===== src/rtl/serial_sub.sv =====
// Bit-serial unsigned subtractor: one difference bit per cycle, LSB first,
// result = {final borrow, a - b}.
//
// state | meaning
// IDLE  | waiting for start; operands captured when start is seen
// RUN   | one bit per cycle, SIZE cycles
// DONE  | one-cycle completion pulse, result already loaded
module serial_sub #(
  parameter int SIZE = 8
) (
  input  logic            clk,
  input  logic            rst_n,
  input  logic            start,
  input  logic [SIZE-1:0] a,
  input  logic [SIZE-1:0] b,
  output logic            busy,
  output logic            done,
  output logic [SIZE:0]   result
);

  localparam int CW = (SIZE > 1) ? $clog2(SIZE) : 1;

  typedef enum logic [1:0] {IDLE, RUN, DONE} state_t;

  state_t          state, state_nx;
  logic [SIZE-1:0] op_a, op_b, diff, diff_shift;
  logic [CW-1:0]   cnt;
  logic            br, br_nx, d, last;

  assign d     = op_a[0] ^ op_b[0] ^ br;
  assign br_nx = (~op_a[0] & op_b[0]) | (~(op_a[0] ^ op_b[0]) & br);
  assign last  = (cnt == CW'(SIZE - 1));

  // New bit enters at the MSB so bit i ends up in position i after SIZE shifts.
  if (SIZE == 1) begin : g_one
    assign diff_shift = d;
  end else begin : g_multi
    assign diff_shift = {d, diff[SIZE-1:1]};
  end

  always_ff @(posedge clk or negedge rst_n) begin
    if (!rst_n) state <= IDLE;
    else        state <= state_nx;
  end

  always_comb begin
    state_nx = state;
    busy     = 1'b0;
    done     = 1'b0;
    case (state)
      IDLE: if (start) state_nx = RUN;
      RUN: begin
        busy = 1'b1;
        if (last) state_nx = DONE;
      end
      DONE: begin
        busy     = 1'b1;
        done     = 1'b1;
        state_nx = IDLE;
      end
      default: state_nx = IDLE;
    endcase
  end

  always_ff @(posedge clk or negedge rst_n) begin
    if (!rst_n) begin
      op_a   <= '0;
      op_b   <= '0;
      diff   <= '0;
      cnt    <= '0;
      br     <= 1'b0;
      result <= '0;
    end else begin
      case (state)
        IDLE: if (start) begin
          op_a <= a;
          op_b <= b;
          diff <= '0;
          cnt  <= '0;
          br   <= 1'b0;
        end
        RUN: begin
          op_a <= op_a >> 1;
          op_b <= op_b >> 1;
          br   <= br_nx;
          diff <= diff_shift;
          if (last) result <= {br_nx, diff_shift};
          else      cnt    <= cnt + CW'(1);
        end
        default: ;
      endcase
    end
  end

endmodule


===== config.mk =====
export PLATFORM = sky130hd
export DESIGN_NAME = serial_sub
export DESIGN_NICKNAME = d
export VERILOG_FILES = /design/src/rtl/serial_sub.sv
export SDC_FILE = /design/constraint.sdc
export NUM_CORES = 1
export LEC_CHECK = 0
export ABC_AREA = 0
export BUFFER_PORTS_ARGS = -buffer_cell sky130_fd_sc_hd__buf_2
export CORE_AREA = 5 5 73 75
export DETAILED_ROUTE_END_ITERATION = 7
export DIE_AREA = 0 0 78 80
export MAX_ROUTING_LAYER = met4
export SLEW_MARGIN = 20
export SYNTH_ARGS = -nofsm -noshare
export SYNTH_HDL_FRONTEND = slang
export SYNTH_SLANG_ARGS = --single-unit

===== constraint.sdc =====
create_clock -name clk -period 2.8 [get_ports clk]
set_clock_uncertainty 0.1 [all_clocks]
set_input_delay 0 -clock clk [delete_from_list [all_inputs] [get_ports clk]]
set_output_delay 0 -clock clk [all_outputs]
set_load 0.02 [all_outputs]

## Word-level counts from Yosys, hierarchy flattened

Index checks and enable logic that the tools add are counted.

| storage, ports and cells | value |
|---|---|
| bits in registers | 39 |
| input port bits | 19 |
| output and inout port bits | 11 |

| operators by class | value |
|---|---|
| add/subtract/negate cells | 1 |
| equality and inequality tests | 6 |
| muxes and demuxes | 16 |
| bitwise operators | 7 |
| reductions and logical operators | 7 |

Operators by type and width:

| kind | count |
|---|---|
| 8-bit one-hot mux with 2 select lines | 3 |
| 8-bit two-way mux | 3 |
| 3-bit two-way mux | 2 |
| 2-bit != test (second input constant) | 3 |
| 3-bit one-hot mux with 2 select lines | 1 |
| 2-bit AND reduction | 3 |
| 2-bit two-way mux | 2 |
| 2-bit one-hot mux with 2 select lines | 1 |
| 3-bit by 1-bit adder with 3-bit output (second input constant) | 1 |
| 3-bit equality test (second input constant) | 1 |
| 1-bit two-way mux | 3 |
| 3-bit AND reduction | 1 |
| 1-bit bitwise AND | 2 |
| 2-bit by 1-bit equality test with 1-bit output (second input constant) | 1 |
| 2-bit equality test (second input constant) | 1 |
| 2-bit logical NOT | 1 |
| 1-bit NOT | 2 |
| 1-bit one-hot mux with 2 select lines | 1 |
| 2-bit nonzero test | 1 |
| 2-bit OR reduction | 1 |
| 1-bit bitwise XOR | 2 |
| 1-bit OR | 1 |

## Depth between registers and ports, before layout

Gate-level depths: netlist of the first run.

| logic depth | value |
|---|---|
| depth after elaboration | 5 |
| gate-level depth with buffers | 7 |
| mapped depth without buffers | 5 |

## Worst setup path before layout of the first run

No wires, ideal clock.

| path | value |
|---|---|
| kind | register -> register |
| from | register cnt[0] |
| to | register cnt[0] |
| library setup time | 0.128 ns |
| arrival time | 1.454 ns |
| required time | 2.572 ns |
| path slack | 1.118 ns |
| stages on the path, launching flop included | 5 |
| path buffers | 0 |
| clock period less this slack | 1.682 ns |
| cells stage by stage | dfrtp_1 > ha_1 > ha_1 > a211oi_4 > mux2_1 |

| between the ends | value |
|---|---|
| word-level cells in the longest chain between the ends | 3 |
| elaborated cells between the ends (all ways) | 6 |
| those cells by class | add/sub: 1; eq/ne: 2; mux: 2; reduce/logical: 1 |

RTL lines:

| item | RTL line | source |
|---|---|---|
| start: declaration | 27 | `logic [CW-1:0] cnt;` |
| start signal: assignment | 88 | `else cnt <= cnt + CW'(1);` |
| 3-bit by 1-bit adder with 3-bit output / 3-bit equality test (equally long branches) | 88, 32 |  |
| 3-bit two-way mux / 2-bit != test (equally long branches) | n/a |  |
| 3-bit one-hot mux with 2 select lines / 3-bit AND reduction (equally long branches) | n/a |  |

Parallel ways exist; a longest one is shown, timed or not. The select of a mux whose other input is x is not followed.
A chain may end at the register's enable or synchronous reset.

## Final worst setup path of the first run

| path | value |
|---|---|
| from | register state[1] |
| to | register cnt[0] |

| between the ends | value |
|---|---|
| word-level cells in the longest chain between the ends | 3 |
| elaborated cells between the ends (all ways) | 7 |
| those cells by class | eq/ne: 3; mux: 1; reduce/logical: 3 |

RTL lines:

| item | RTL line | source |
|---|---|---|
| start: declaration | 25 | `state_t state, state_nx;` |
| start signal: assignment | 43 | `else state <= state_nx;` |
| 2-bit by 1-bit equality test with 1-bit output / 2-bit logical NOT (equally long branches) | 74 | `case (state)` |
| 2-bit != test (no source line) / 2-bit nonzero test (equally long branches) | n/a |  |
| 3-bit AND reduction (no source line) | n/a |  |

Parallel ways exist; a longest one is shown, timed or not.

==> results of run 1 <==
-- stage by stage --
| step | total power, uW | utilization (%) | hold WS (ns) | std cells | area [um^2] |
|---|---|---|---|---|---|
| 2_1_floorplan | 1450 | - | -0.396 | 158 | 1750 |
| 3_3_place_gp | 1590 | 42.3 | 0.0383 | 235 | 1950 |
| 3_5_place_dp | 1630 | 42.3 | 0.0531 | 235 | 1950 |
| 4_1_cts | 2020 | 47.9 | 0.197 | 260 | 2200 |
| 5_1_grt | 2150 | 47.9 | 0.214 | 260 | 2200 |
| 6_report | 1980 | 47.9 | 0.201 | 260 | 2200 |
-- final timing paths --
| check | end | cells past startpoint | startpoint |
|---|---|---|---|
| min in group asynchronous | op_b[6] | 2 | rst_n |
| worst max-delay path | cnt[0] | 5 | state[1] |
| worst max register to register | cnt[0] | 5 | state[1] |
| worst min-delay path | state[1] | 3 | start |
| worst min register to register | op_b[0] | 2 | op_b[0] |
| max in group asynchronous | cnt[2] | 2 | rst_n |
-- cell families after synthesis --
logic type / after synthesis / synth area share, %
buf+inv: 15 / 4.28
simple gates: 41 / 9.99
mux: 27 / 16.1
compound gates: 29 / 9.27
flops: 38 / 54.2
fa+ha+maj: 8 / 6.13
-- layout make-up --
class | count | area, um^2 | share of cell area [%]
inverters | 7 | 26.3 | 1.19
well taps | 54 | 67.6 | 3.07
multi-input cells | 105 | 741 | 33.6
clock inverters | 2 | 13.8 | 0.625
repair buffers | 48 | 330 | 15.0
flip-flops and latches | 38 | 951 | 43.2
clock buffers | 6 | 72.6 | 3.30
-- critical path, stage by stage, from the launching register on --
cell      delay (ns)
dfrtp_1         0.39
inv_1           0.14
ha_1            0.49
nor2_1          0.16
a211oi_4        0.32
mux2_1          0.35
-- power by group --
group / internal, uW / leakage, uW / switching [uW]
sequential: 727 / 0.000500 / 104
clock: 175 / 0.0000452 / 188
combinational: 340 / 0.000557 / 449
total: 1240 / 0.00110 / 740
-- cell usage in the layout (no fill, tap or decap), drive strengths merged, types with 2 or more instances in the layout --
master | netlist | final
inv | 7 | 7
dfrtp | 38 | 38
clkinv | 0 | 2
clkbuf | 1 | 6
buf | 7 | 31
o21ai | 26 | 26
mux2i | 17 | 17
ha | 7 | 7
nand2b | 3 | 3
nand2 | 35 | 35
dlygate4sd3 | 0 | 17
mux2 | 10 | 10
-- synth_stat cells --
| cell | n |
|---|---|
| a21oi_1 | 1 |
| a211oi_4 | 1 |
| nand2b_1 | 3 |
| o21ai_1 | 4 |
| fa_1 | 1 |
| o21ai_0 | 22 |
| mux2_2 | 4 |
| buf_2 | 3 |
| nor2_1 | 1 |
| mux2i_1 | 17 |
| nor2b_1 | 1 |
| mux2_1 | 6 |
| and2b_1 | 1 |
| inv_1 | 7 |
| nand2_1 | 34 |
| buf_4 | 4 |
| ha_1 | 7 |
| o21a_1 | 1 |
| nand2_4 | 1 |
| clkbuf_1 | 1 |
| dfrtp_1 | 38 |
-- state kept, by name, indices dropped and copies added, names as in the netlist --
| name | flops |
|---|---|
| br | 1 |
| cnt | 3 |
| diff | 7 |
| op_a | 8 |
| op_b | 8 |
| result | 9 |
| state | 2 |
-- routing by layer --
| layer | up-vias | GRT usage (%) | part of all wire (%) |
|---|---|---|---|
| met5 | - | - | 0 |
| met4 | 0 | 6.08 | 1.6 |
| met3 | 7 | 3.84 | 4.8 |
| met2 | 24 | 21.3 | 53 |
| met1 | 575 | 11.8 | 41 |
| li1 | 616 | - | - |
-- timing repair --
action / in CTS / in global routing
setup buffers: 0 / 0
hold endpoints to repair: 54 / 0
hold buffers: 17 / 0
==> run_results.csv, run 1 <==
group,metric,value,unit
clocking,clk_path_buf_depth,2,
clocking,root_buffer,"clkbuf_8",
floorplanning,die_h,80,um
clocking,numCtsBuffers,5,
layout,n_fill_cell,429,
clocking,cts.sinks,38,
worst_setup_path,cp-end-kind,"register",
drt,postRouteAntennaNets,0,
clocking,ctsResizeCount,0,
yosys,synth_top_area_share,54.2,%
clocking,htreeDepth,2,
min_path,hp-class,"input port to register",
power,peakVddDrop,0.419,mV
worst_setup_path,r2r_slack,0.72,ns
clocking,clk_latency,0.29,ns
floorplanning,die_w,78,um
yosys,synthCells,158,
place,place_ws,0.709,ns
worst_setup_path,crit_fanout,12,
run,maxCapViolations,0,
drt,first_pass_iters,4,
drt,wl_per_cell,12.4,um
layout,layout-drive-gt1-share,21.8,%
yosys,synth_nets,185,
drt,wl,3.22,mm
timing,finalSetupTns,0,ns
floorplanning,die_area,6240,um^2
yosys,synth_seq_area_share,54.2,%
floorplanning,start_util,38.1,%
grt,grt_pass1_vias,1356,
power,power_leakage,0.00110,uW
drt,remaining_drc_errors,0,
clocking,tritoncts,"built",
place,gp_congestion,0.727,
grt,grtUsageTotal,12.0,%
worst_setup_path,startpoint_type,"register",
place,numPortBuffers,29,
timing,fmaxAchievable,481,MHz
power,powerDensity,900,nW/um^2
timing,relSlewSlack,44.8,%
grt,gr-total-overflow,0,
worst_setup_path,crit_arrival,2.14,ns
drt,num_vias,1222,
grt,grt_pass1_wl,5.82,mm
timing,period_needed,2.08,ns
run_status,status,"finished clean",
timing,hold_violations,0,
yosys,syn-cell-area,1750,um^2
layout,area_delta_synth_final,25.5,%
yosys,yosys_warnings,0,
yosys,ys_types,21,
timing,worstMarginPinSlew,0.828,ns
layout,antennaDiodeCount,0,
clocking,clk_pin_slew,0.07,ns
drt,avgViaCountPerCell,4.70,
worst_setup_path,required,2.87,ns
grt,grt_max_degree,49,
grt,antenna_found_initial,0,
timing,finalMaxSlewViolations,0,
yosys,ys_seq_elements,38,
timing,worst_slack,0.722,ns
floorplanning,ios,30,
worst_setup_path,worst-setup-path-type,"register to register",
place,dp_hpwl,2.31,mm
drt,drt_iter0_drc,45,
yosys,yosys-top-cells-area,"dfrtp_1 54%, mux2i_1 9.7%, nand2_1 7.3%",
timing,rsz0062_at_grt,"no",
yosys,avgSynthCellArea,11.1,um^2
yosys,synth_area_leader_cell,"dfrtp_1",
timing,fin_crit_sh,74.2,%
layout,fin_nets,232,
timing,setup_viol,0,
floorplanning,core_area,4600,um^2
floorplanning,rows,25,
Note: power is estimated with default switching activity, not from simulation.
==> run 2: changes to the inputs <==
- clock period: 2.8 -> 2 ns (I/O delays scaled with it)
==> run 2 against run 1 <==
Sequential power up 40%. Register-to-register slack worse by 0.55 ns. Cell area up 2.5%. Global-route usage down 0.49 points. Utilization up 1.2 points. First-iteration DRC count up 4.4%. Highest routed layer unchanged.
==> run_results.csv, run 2 (synthesis gave the netlist of run 1 again) <==
group,metric,value,unit
run_status,status,"finished clean",
floorplanning,rows,25,
place,dpl.cell_count,236,
power,power_leakage,0.00113,uW
layout,layout.cells.non_filler,261,
timing,worstMarginPinSlew,0.803,ns
place,dp_hpwl,2.22,mm
floorplanning,ios,30,
layout,top_regs,"result x9, op_a x8, op_b x8",
worst_setup_path,crit_fanout,4,
drt,postRouteAntennaNets,0,
timing,fmaxAchievable,548,MHz
layout,antennaDiodeCount,0,
layout,final_cell_mix,"38 x dfrtp_1, 34 x nand2_1, 29 x buf_2",
drt,wl,3.13,mm
grt,grtUsageTotal,11.5,%
place,gp_congestion,0.722,
min_path,hp-class,"input port to register",
drt,avgViaCountPerCell,4.74,
worst_setup_path,crit_arrival,1.89,ns
timing,finalSetupTns,0,ns
clocking,root_buffer,"clkbuf_8",
grt,gr-total-overflow,0,
drt,drt_iter0_drc,47,
drt,remaining_drc_errors,0,
floorplanning,die_area,6240,um^2
grt,antenna_found_initial,0,
worst_setup_path,worstPathCellList,"inv_1 -> ha_1 -> and2b_1 -> a211oi_4 -> mux2_1",
worst_setup_path,crit_buf_inv,1,
timing,fin_crit_sh,91.2,%
grt,grt_max_degree,49,
worst_setup_path,worst-setup-path-type,"register to register",
clocking,hold_buffers,17,
timing,finalMaxSlewViolations,0,
layout,layout-drive-gt1-share,22.7,%
power,peakVddDrop,0.848,mV
layout,regMostFlops,"result",
layout,largest_register_ffs,9,
worst_setup_path,cp-end-kind,"register",
drt,num_vias,1237,
place,numPortBuffers,29,
power,powerDensity,1320,nW/um^2
floorplanning,die_h,80,um
worst_setup_path,required,2.07,ns
worst_setup_path,crit_family,"flip-flops",
timing,hold_violations,0,
floorplanning,core_area,4600,um^2
timing,period_needed,1.82,ns
clocking,ctsResizeCount,0,
grt,grt_pass1_wl,5.61,mm
clocking,cts.sinks,38,
floorplanning,die_w,78,um
timing,setup_viol,0,
clocking,clk_latency,0.29,ns
run,maxCapViolations,0,
worst_setup_path,cp_slowest_cell,"dfrtp_1",
worst_setup_path,slowest_delay,0.41,ns
drt,wl_per_cell,12.0,um
timing,relSlewSlack,46.5,%
clocking,clk_pin_slew,0.07,ns
clocking,clk_path_buf_depth,2,
drt,first_pass_iters,4,
floorplanning,start_util,38.1,%
layout,fin_nets,233,
grt,grt_pass1_vias,1252,
clocking,numCtsBuffers,5,
layout,layout_commonest_cell,"dfrtp_1",
layout,area_delta_synth_final,28.7,%
clocking,cts_setup_buffers,0,
timing,rsz0062_at_grt,"no",
clocking,tritoncts,"built",
layout,n_fill_cell,403,
clocking,htreeDepth,2,
worst_setup_path,startpoint_type,"register",
## run 2: changes by cell type in the layout (fill, tap and decap cells not counted)
cell,previous run,this run
clkinv_4,1,0
buf_4,2,1
clkbuf_1,1,0
clkinv_2,1,2
buf_12,0,2
bufinv_16,0,1
## run 2: per-stage QoR
stage / power, uW / hold slack [ns] / setup WS (ns) / cell area, um^2 / util [%]
floorplan: 2030 / -0.396 / 0.318 / 1750 / -
global placement: 2290 / 0.0360 / 0.266 / 1980 / 43.0
detailed placement: 2360 / 0.0472 / 0.190 / 1980 / 43.0
CTS: 3030 / 0.130 / 0.174 / 2260 / 49.1
global route: 3210 / 0.173 / 0.124 / 2260 / 49.1
finish: 2970 / 0.150 / 0.177 / 2260 / 49.1
## run 2: power by group
group / switching, uW / internal, uW / total [uW] / leakage (uW)
Clock: 258 / 367 / 625 / 0.0000579
Sequential: 145 / 1020 / 1160 / 0.000500
Combinational: 638 / 544 / 1180 / 0.000571
Total: 1040 / 1930 / 2970 / 0.00113
## run 2: per-layer routing
layer	vias to the layer above	global-route usage (%)	share of wire (%)
met3	5	3.27	4.5
met4	0	3.55	1.2
met1	592	12.4	44
li1	618	-	-
met2	22	20.6	50
met5	-	-	0
## run 2: layout make-up
type                       instances  area (um^2)  share of cell area, %
clock buffer                       5         68.8                   3.05
clock inverter                     3         40.0                   1.77
inverter                           7         26.3                   1.16
multi-input combinational        105          741                   32.8
sequential                        38          951                   42.1
tap                               54         67.6                   2.99
timing repair buffer              49          363                   16.1
## run 2: path summary, 6_finish.rpt
path | startpoint | to | slack, ns | cells past startpoint
worst min-delay path | start | diff[7] | 0.15 | 5
worst max register to register | state[0] | cnt[0] | 0.18 | 5
worst max-delay path | state[0] | cnt[0] | 0.18 | 5
max in group asynchronous | rst_n | op_a[4] | 1.06 | 2
min in group asynchronous | rst_n | result[7] | 0.23 | 2
worst min register to register | op_b[3] | op_b[3] | 0.38 | 2
## run 2: tightest hold or removal path: cells and delay by family
kind / cells / cell delay (ns)
buffers and inverters: 2 / 0.28
muxes: 1 / 0.07
AOI/OAI and AO/OA: 1 / 0.05
and+or+nand+nor: 1 / 0.08
==> run 3: changes to the inputs <==
- CORE_AREA: 5 5 73 75 -> 5 5 69 71
- DIE_AREA: 0 0 78 80 -> 0 0 74 76
==> run 3 against run 2 <==
Worst setup slack got worse by 0.030 ns. Power down 3.2%. Largest power group unchanged. Largest cell class unchanged. Sequential power about the same. Die area shrank 9.9%. Global-route usage grew 2.4 points. Clock power decreased by 15%.
==> run_results.csv, run 3 (synthesis gave the netlist of run 1 again) <==
group,metric,value,unit
grt,grt_pass1_wl,5.95,mm
power,power_leakage,0.00112,uW
clocking,clk_latency,0.29,ns
power,p_total,2880,uW
layout,regMostFlops,"result",
timing,finalSetupTns,0,ns
layout,fin_util,53.5,%
worst_setup_path,crit_arrival,1.92,ns
drt,first_pass_iters,4,
layout,fin_nets,234,
timing,fmaxAchievable,540,MHz
place,dp_hpwl,2.28,mm
timing,hold_violations,0,
power,peakVddDrop,0.738,mV
clocking,root_buffer,"clkbuf_8",
drt,wl_per_cell,12.8,um
layout,largest_register_ffs,9,
place,dpl.cell_count,235,
layout,antennaDiodeCount,0,
grt,grt_pass1_vias,1329,
worst_setup_path,required,2.07,ns
worst_setup_path,startpoint_type,"register",
clocking,clk_path_buf_depth,2,
timing,finalMaxSlewViolations,0,
drt,postRouteAntennaNets,0,
grt,grtUsageTotal,14.0,%
layout,multi_input_comb_area,741,um^2
grt,gr-total-overflow,0,
worst_setup_path,slowest_delay,0.40,ns
drt,avgViaCountPerCell,4.76,
clocking,cts.sinks,38,
floorplanning,die_area,5620,um^2
layout,n_fill_cell,365,
grt,antenna_found_initial,0,
layout,regArea,951,um^2
worst_setup_path,worst-setup-path-type,"register to register",
drt,drt_iter0_drc,40,
layout,final_cell_mix,"38 x dfrtp_1, 34 x nand2_1, 29 x buf_2",
floorplanning,start_util,42.0,%
worst_setup_path,cp_slowest_cell,"dfrtp_1",
drt,remaining_drc_errors,0,
floorplanning,die_h,76,um
worst_setup_path,r2r_slack,0.15,ns
worst_setup_path,cp-end-kind,"register",
power,powerDensity,1290,nW/um^2
floorplanning,ios,30,
layout,layout-drive-gt1-share,22.6,%
worst_setup_path,crit_fanout,4,
timing,period_needed,1.85,ns
timing,fin_crit_sh,92.6,%
layout,top_regs,"result x9, op_a x8, op_b x8",
timing,relSlewSlack,44.1,%
clocking,ctsResizeCount,0,
floorplanning,rows,24,
clocking,cts_setup_buffers,0,
place,numPortBuffers,29,
timing,setup_viol,0,
clocking,tritoncts,"built",
run,maxCapViolations,0,
clocking,clk_pin_slew,0.07,ns
min_path,hp-class,"input port to register",
floorplanning,die_w,74,um
worst_setup_path,crit_buf_inv,1,
timing,rsz0062_at_grt,"no",
drt,num_vias,1238,
worst_setup_path,crit_family,"flip-flops",
clocking,htreeDepth,2,
timing,worstMarginPinSlew,0.839,ns
clocking,hold_buffers,17,
worst_setup_path,worstPathCellList,"inv_1 -> ha_1 -> and2b_1 -> a211oi_4 -> mux2_1",
run_status,status,"finished clean",
drt,wl,3.32,mm
layout,area_delta_synth_final,27.2,%
clocking,numCtsBuffers,5,
place,gp_congestion,0.722,
layout,layout_commonest_cell,"dfrtp_1",
layout,layout.cells.non_filler,260,
floorplanning,core_area,4170,um^2
grt,grt_max_degree,43,
-- run 3: changes by cell type in the layout (fill, tap and decap cells not counted), sizes merged --
cell	delta
clkbuf	+2
bufinv	-1
clkinv	-1
buf	+1
-- run 3: layout make-up --
| type | count | share of cell area, % |
|---|---|---|
| Clock buffer | 7 | 3.87 |
| Clock inverter | 1 | 0.224 |
| Inverter | 7 | 1.18 |
| Multi-Input combinational cell | 105 | 33.2 |
| Sequential cell | 38 | 42.6 |
| Tap cell | 52 | 2.91 |
| Timing Repair Buffer | 50 | 16.0 |
-- run 3: per-layer routing --
metal / share of wire (%) / up-vias / GRT usage, %
met2: 51 / 20 / 22.4
met3: 4.1 / 7 / 4.49
met5: 0 / - / -
li1: - / 618 / -
met1: 43 / 593 / 15.7
met4: 2.3 / 0 / 5.98
-- run 3: worst paths after layout --
| path | from | to | cells past startpoint |
|---|---|---|---|
| worst max-delay path | state[0] | cnt[0] | 5 |
| worst min-delay path | start | diff[1] | 4 |
| worst max register to register | state[0] | cnt[0] | 5 |
| worst min register to register | diff[1] | diff[1] | 2 |
| max in group asynchronous | rst_n | op_b[6] | 2 |
| min in group asynchronous | rst_n | result[0] | 2 |
-- run 3: power by group --
part	switching (uW)	internal, uW
logic	651	530
clock network	255	278
registers	143	1020
-- run 3: worst reg2reg max path: cells and delay by family, from the launching register on --
family	cells	cell delay, ns
flip-flops	1	0.40
buffers and inverters	1	0.10
multiplexers	1	0.36
AO/OA/AOI/OAI	1	0.25
AND/OR/NAND/NOR	1	0.24
adder cells (fa/ha/maj)	1	0.28
-- run 3: through the flow --
stage               area [um^2]  worst slack (ns)  hold WS (ns)
finish                     2230             0.147       0.00332
detailed placement         1970             0.152        0.0504
CTS                        2230             0.140       0.00450
floorplan                  1750             0.318        -0.396
global placement           1970             0.266        0.0413
global route               2230            0.0677        0.0309
